===== config.mk =====
export PLATFORM = sky130hd
export DESIGN_NAME = uart_receiver
export DESIGN_NICKNAME = d
export VERILOG_FILES = /design/src/rtl/uart_receiver.sv
export SDC_FILE = /design/constraint.sdc
export NUM_CORES = 1
export LEC_CHECK = 0
export CAP_MARGIN = 10
export CORE_MARGIN = 2
export CORE_UTILIZATION = 61
export CTS_CLUSTER_SIZE = 40
export DETAILED_ROUTE_END_ITERATION = 10
export PLACE_DENSITY = 0.88
export SYNTH_ARGS = -nofsm -noshare
export SYNTH_HDL_FRONTEND = slang
export SYNTH_SLANG_ARGS = --single-unit

===== constraint.sdc =====
create_clock -name clk -period 3.2 [get_ports clk]
set_clock_uncertainty 0.15 [all_clocks]
set_input_delay 0.48 -clock clk [delete_from_list [all_inputs] [get_ports clk]]
set_output_delay 0.48 -clock clk [all_outputs]
set_load 0.03 [all_outputs]

===== src/rtl/uart_receiver.sv =====
// UART receive stage: 2-flop synchronised serial input, 16x oversampled mid-bit sampling,
// 8 data bits LSB first, optional even parity, one stop bit, byte delivered with a one-clk strobe.
module uart_receiver #(
    parameter int unsigned CLOCK_RATE = 10000000,
    parameter int unsigned BAUD_RATE  = 9600,
    parameter int unsigned OVERSAMPLE = 16
) (
    input  logic       clk,
    input  logic       rst_n,
    input  logic       rx_enable,
    input  logic       parity_enable,
    input  logic       rx_data_in,
    output logic [7:0] rx_data_out,
    output logic       data_valid,
    output logic       parity_error,
    output logic       framing_error,
    output logic       busy
);

    localparam int unsigned DIV_RAW = CLOCK_RATE / (BAUD_RATE * OVERSAMPLE);
    localparam int unsigned DIV     = (DIV_RAW < 1) ? 1 : DIV_RAW;
    localparam int unsigned TICK_W  = (DIV > 1) ? $clog2(DIV) : 1;
    localparam int unsigned SAMP_W  = (OVERSAMPLE > 1) ? $clog2(OVERSAMPLE) : 1;
    localparam int unsigned MID     = (OVERSAMPLE >= 2) ? (OVERSAMPLE / 2 - 1) : 0;

    typedef enum logic [2:0] {
        S_IDLE,
        S_START,
        S_DATA,
        S_PARITY,
        S_STOP
    } state_t;

    state_t              r_state;
    state_t              w_state_next;
    logic [1:0]          r_sync;
    logic                r_rx_prev;
    logic [TICK_W-1:0]   r_tick_cnt;
    logic [SAMP_W-1:0]   r_samp_cnt;
    logic [2:0]          r_bit_cnt;
    logic [7:0]          r_shift;
    logic                r_par_en;
    logic                r_perr;
    logic [7:0]          r_data_out;
    logic                r_data_valid;
    logic                r_parity_error;
    logic                r_framing_error;
    logic                r_busy;

    logic                w_rx_s;
    logic                w_fall;
    logic                w_start;
    logic                w_tick;
    logic                w_mid;
    logic                w_frame_done;

    assign w_rx_s       = r_sync[1];
    assign w_fall       = r_rx_prev & ~w_rx_s;
    assign w_start      = (r_state == S_IDLE) && rx_enable && w_fall;
    assign w_tick       = (r_state != S_IDLE) && (r_tick_cnt == TICK_W'(DIV - 1));
    assign w_mid        = w_tick && (r_samp_cnt == SAMP_W'(MID));
    assign w_frame_done = (r_state == S_STOP) && w_mid && rx_enable;

    // Input synchroniser plus one more stage for falling-edge detection.
    always_ff @(posedge clk or negedge rst_n) begin
        if (!rst_n) begin
            r_sync    <= 2'b11;
            r_rx_prev <= 1'b1;
        end else begin
            r_sync    <= {r_sync[0], rx_data_in};
            r_rx_prev <= w_rx_s;
        end
    end

    // Baud tick and oversample counters, held at zero while idle.
    always_ff @(posedge clk or negedge rst_n) begin
        if (!rst_n) begin
            r_tick_cnt <= '0;
            r_samp_cnt <= '0;
        end else if (r_state == S_IDLE) begin
            r_tick_cnt <= '0;
            r_samp_cnt <= '0;
        end else if (w_tick) begin
            r_tick_cnt <= '0;
            r_samp_cnt <= (r_samp_cnt == SAMP_W'(OVERSAMPLE - 1)) ? '0 : r_samp_cnt + 1'b1;
        end else begin
            r_tick_cnt <= r_tick_cnt + 1'b1;
        end
    end

    always_ff @(posedge clk or negedge rst_n) begin
        if (!rst_n) r_state <= S_IDLE;
        else        r_state <= w_state_next;
    end

    always_comb begin
        w_state_next = r_state;
        if (!rx_enable) begin
            w_state_next = S_IDLE;
        end else begin
            case (r_state)
                S_IDLE:   if (w_fall) w_state_next = S_START;
                S_START:  if (w_mid) w_state_next = w_rx_s ? S_IDLE : S_DATA;
                S_DATA:   if (w_mid && (r_bit_cnt == 3'd7))
                              w_state_next = r_par_en ? S_PARITY : S_STOP;
                S_PARITY: if (w_mid) w_state_next = S_STOP;
                S_STOP:   if (w_mid) w_state_next = S_IDLE;
                default:  w_state_next = S_IDLE;
            endcase
        end
    end

    // Frame datapath: parity mode latched at start, data shifted in LSB first.
    always_ff @(posedge clk or negedge rst_n) begin
        if (!rst_n) begin
            r_bit_cnt <= '0;
            r_shift   <= '0;
            r_par_en  <= 1'b0;
            r_perr    <= 1'b0;
        end else if (r_state == S_IDLE) begin
            r_bit_cnt <= '0;
            r_perr    <= 1'b0;
            if (w_start) r_par_en <= parity_enable;
        end else if (w_mid) begin
            case (r_state)
                S_DATA: begin
                    r_shift   <= {w_rx_s, r_shift[7:1]};
                    r_bit_cnt <= r_bit_cnt + 1'b1;
                end
                S_PARITY: r_perr <= w_rx_s ^ (^r_shift);
                default: ;
            endcase
        end
    end

    always_ff @(posedge clk or negedge rst_n) begin
        if (!rst_n) begin
            r_data_out      <= '0;
            r_data_valid    <= 1'b0;
            r_parity_error  <= 1'b0;
            r_framing_error <= 1'b0;
            r_busy          <= 1'b0;
        end else begin
            r_data_valid <= w_frame_done;
            r_busy       <= (w_state_next != S_IDLE);
            if (w_frame_done) begin
                r_data_out      <= r_shift;
                r_framing_error <= ~w_rx_s;
                r_parity_error  <= r_par_en & r_perr;
            end
        end
    end

    assign rx_data_out   = r_data_out;
    assign data_valid    = r_data_valid;
    assign parity_error  = r_parity_error;
    assign framing_error = r_framing_error;
    assign busy          = r_busy;

endmodule


==> flow_metrics.env <==
export IMPL_syn_avg_cell_area_um2=11.4
export IMPL_final_max_slew_viol_count=0
export IMPL_yosysUniqueCellTypes=38
export IMPL_number_of_max_capacitance_violations_reported=0
export IMPL_synth_top_cells_by_area="dfrtp_1, mux2_2, xnor2_1"
export IMPL_number_of_buffers_and_inverters_on_the_critical_path=0
export IMPL_run_status="finished clean"
export IMPL_layout_worst_path_cycle_share_pct=81.5
export IMPL_die_h_um=60.3
export IMPL_cts_root_buf="clkbuf_4"
export IMPL_power_per_cell_area_nw_per_um2=420
export IMPL_path_cells="or4b_4 > nor4_1 > nand3_1 > mux2_2"
export IMPL_synth_sequential_area_ratio_pct=54.5
export IMPL_synth_async_reset_ratio_pct=100
export IMPL_holdBufCountCts=0
export IMPL_combPwrFrac_pct=4.5
export IMPL_global_route_peak_usage_layer="met2"
export IMPL_place_ws_ns=0.625
export IMPL_critical_path_max_fanout=13
export IMPL_dr_pass1_iters=4
export IMPL_die_w_um=60.3
export IMPL_place_congestion=0.889
export IMPL_num_vias=1324
export IMPL_fin_crit_ns=2.61
export IMPL_synthesis_stage_register_bit_count=42
export IMPL_core_region_area_um2=3030
export IMPL_syn_area_um2=1940
export IMPL_stdcell_count=233
export IMPL_vias_per_cell=5.68
export IMPL_drt_initial_drc_count=71
export IMPL_cp_slowest_stage_delay_ns=0.58
export IMPL_clkSinkCount=42
export IMPL_drt_total_wl_um=3360
export IMPL_tritoncts="yes"
export IMPL_mostFrequentLayoutCells="dfrtp_1, nor2_1, mux2_2, clkdlybuf4s50_1, nand2_1"
export IMPL_std_cell_rows=20
export IMPL_postCtsSetupBuffers=0
export IMPL_placement_cell_area_um2=2110
export IMPL_final_layout_setup_total_negative_slack_ns=0
export IMPL_max_freq_ghz=0.384
export IMPL_rsz0062_at_grt="no"
export IMPL_r2r_startpoint="r_tick_cnt[4]$_DFF_PN0_"
export IMPL_critPathArrivalTime_ns=2.70
export IMPL_timing_final_hold_violations=0
export IMPL_antenna_found_initial=0
export IMPL_cts_made_buffers=5
export IMPL_total_of_fill_cells_in_the_finished_design=231
export IMPL_net_switching_power_mw=0.203
export IMPL_ios=17
export IMPL_setup_violations=0
export IMPL_proportion_of_power_drawn_by_flip_flops_and_latches_pct=59.6
export IMPL_synth_net_count=180
export IMPL_grt_pass1_wl_um=5920
export IMPL_grt_met3_usage_pct=4.05
export IMPL_cts_resized=0
export IMPL_clock_power_share_pct=35.9
export IMPL_detail_route_drc_violations=0
export IMPL_grt_pass1_vias=1371
export IMPL_postSynthCellCount=170
export IMPL_synth_top_cell_area_share_pct=50.4
export IMPL_gr_usage_met1_pct=27.7
export IMPL_met2_usage_pct=37.3
export IMPL_actual_transition_at_the_worst_max_transition_pin_ns=0.894
export IMPL_critPathLaunchType="register"
export IMPL_peakVddDrop_v=0.000299
export IMPL_antenna_left=0
export IMPL_final_layout_size_suffix_gt1_share_pct=16.4
export IMPL_switching_share_pct=22.0
export IMPL_layout_cells_most_common="dfrtp_1"
export IMPL_cts_max_level=2
export IMPL_slew_headroom_pct=40.4
export IMPL_syn2layout_area_growth_pct=13.3
export IMPL_internal_power_mw=0.717
export IMPL_critical_path_top_delay_family="simple AND/OR/NAND/NOR gates"
export IMPL_hold_path_class="in2async"
export IMPL_grt_start_max_net_pins=43
export IMPL_synthDominantAreaCellType="dfrtp_1"
export IMPL_remaining_global_route_overflow=0
export IMPL_fp_dieArea_um2=3640
export IMPL_worst_skew_pair_later_pin_latency_ns=0.36
export IMPL_clk_pin_slew_ns=0.12
export IMPL_timing_critical_path_to_type="register"
export IMPL_p_leak_nw=1.01
export IMPL_antenna_cells_inserted=0
export IMPL_crit_slowest_cell="or4b_4"
export IMPL_synth_warnings=0
export IMPL_timing_setup_critical_path_class="reg2reg"
export IMPL_drt_wirelength_per_cell_um=14.4
export IMPL_synth_ff_type="dfrtp_1"
export IMPL_buffers_from_clock_root_to_sink_at_most=2
export IMPL_io_buffers=16
export IMPL_placedCellCount=225
export IMPL_synth_edf_count=0
export IMPL_track_usage_pct=22.0
export IMPL_hpwl_after_detailed_placement_um=2410
export IMPL_cp_startpoint="r_tick_cnt[4]$_DFF_PN0_"
export IMPL_initial_core_util_pct=63.9
export IMPL_critPathRequiredTime_ns=3.29
export IMPL_final_nets=198
export IMPL_final_critical_path_setup_slack_ns=0.593
export IMPL_postLayoutCellArea_um2=2190
## Yosys cell counts, types with 2 or more instances
cell type,count
or3_1,2
and3_1,2
nand2b_1,3
inv_1,6
and2_1,2
nand3_1,8
nand2_1,12
mux2i_1,4
xor2_1,4
xnor2_1,11
o21ai_0,5
a21oi_1,5
nor2_1,19
mux2_2,17
dfstp_2,3
buf_4,3
dfrtp_1,39
ha_1,5
## registers in the layout (all words and copies together) (netlist names)
register and flops:
r_samp_cnt 4, data_valid 1, busy 1, r_tick_cnt 7, r_bit_cnt 3, r_shift 8
rx_data_out 8, r_sync 2, r_rx_prev 1, r_perr 1, parity_error 1, r_state 3
framing_error 1, r_par_en 1
## power groups by stage
stage	Clock, mW	Sequential, mW	Combinational [mW]
after floorplan	0	0.556	0.0215
after global placement	0	0.557	0.0398
after detailed placement	0	0.558	0.0418
after CTS	0.337	0.548	0.0419
after global routing	0.357	0.550	0.0468
final	0.331	0.548	0.0410
## worst reg2reg max path, cell delays in order, from the launching register on
cell	delay, ns
dfrtp_1	0.44
or4b_4	0.58
nor4_1	0.37
nand3_1	0.52
mux2_2	0.44
## per-stage QoR
stage                     utilization [%]  hold WS [ns]  total power [mW]
final                                72.4        0.0824             0.920
after global routing                 72.4         0.150             0.954
after CTS                            72.4         0.112             0.927
after detailed placement             69.8         0.202             0.600
after global placement               69.8         0.196             0.597
after floorplan                         -        0.0344             0.577
## metal layers
metal  routed length [µm]  share of wire, %
met5                    0                 0
met4                   45               1.3
met3                  147               4.4
met2                 1670                50
met1                 1500                45
## path summary, 6_finish.rpt
kind	depth (start not counted)	slack, ns	end
hold reg to reg	0	0.21	r_sync[1]$_DFF_PN1_
max in group asynchronous	1	2.25	r_tick_cnt[5]$_DFF_PN0_
setup reg to reg	4	0.59	rx_data_out[7]$_DFFE_PN0P_
min in group clk	0	0.21	r_sync[1]$_DFF_PN1_
hold / removal	1	0.08	rx_data_out[1]$_DFFE_PN0P_
setup / recovery	4	0.59	rx_data_out[7]$_DFFE_PN0P_
## cells by family (layout without fill, tap and decap cells)
family | count (synthesis) | count (layout) | synth area share [%]
buffers and inverters | 11 | 30 | 2.78
adder cells (fa/ha/maj) | 5 | 5 | 3.23
flip-flops | 42 | 42 | 54.5
AND/OR/NAND/NOR | 60 | 60 | 15.8
XOR/XNOR | 15 | 15 | 6.79
multiplexers | 21 | 21 | 12.0
AO/OA/AOI/OAI | 16 | 16 | 4.91
## layout make-up
| cell class | count | area, µm² | share of cell area [%] |
|---|---|---|---|
| Clock buffer | 5 | 37.5 | 1.71 |
| Clock inverter | 3 | 40.0 | 1.83 |
| Inverter | 6 | 22.5 | 1.03 |
| Multi-Input combinational cell | 117 | 827 | 37.7 |
| Sequential cell | 42 | 1050 | 48.1 |
| Tap cell | 44 | 55.1 | 2.51 |
| Timing Repair Buffer | 16 | 155 | 7.08 |
Power figures use the tool's default switching activity.
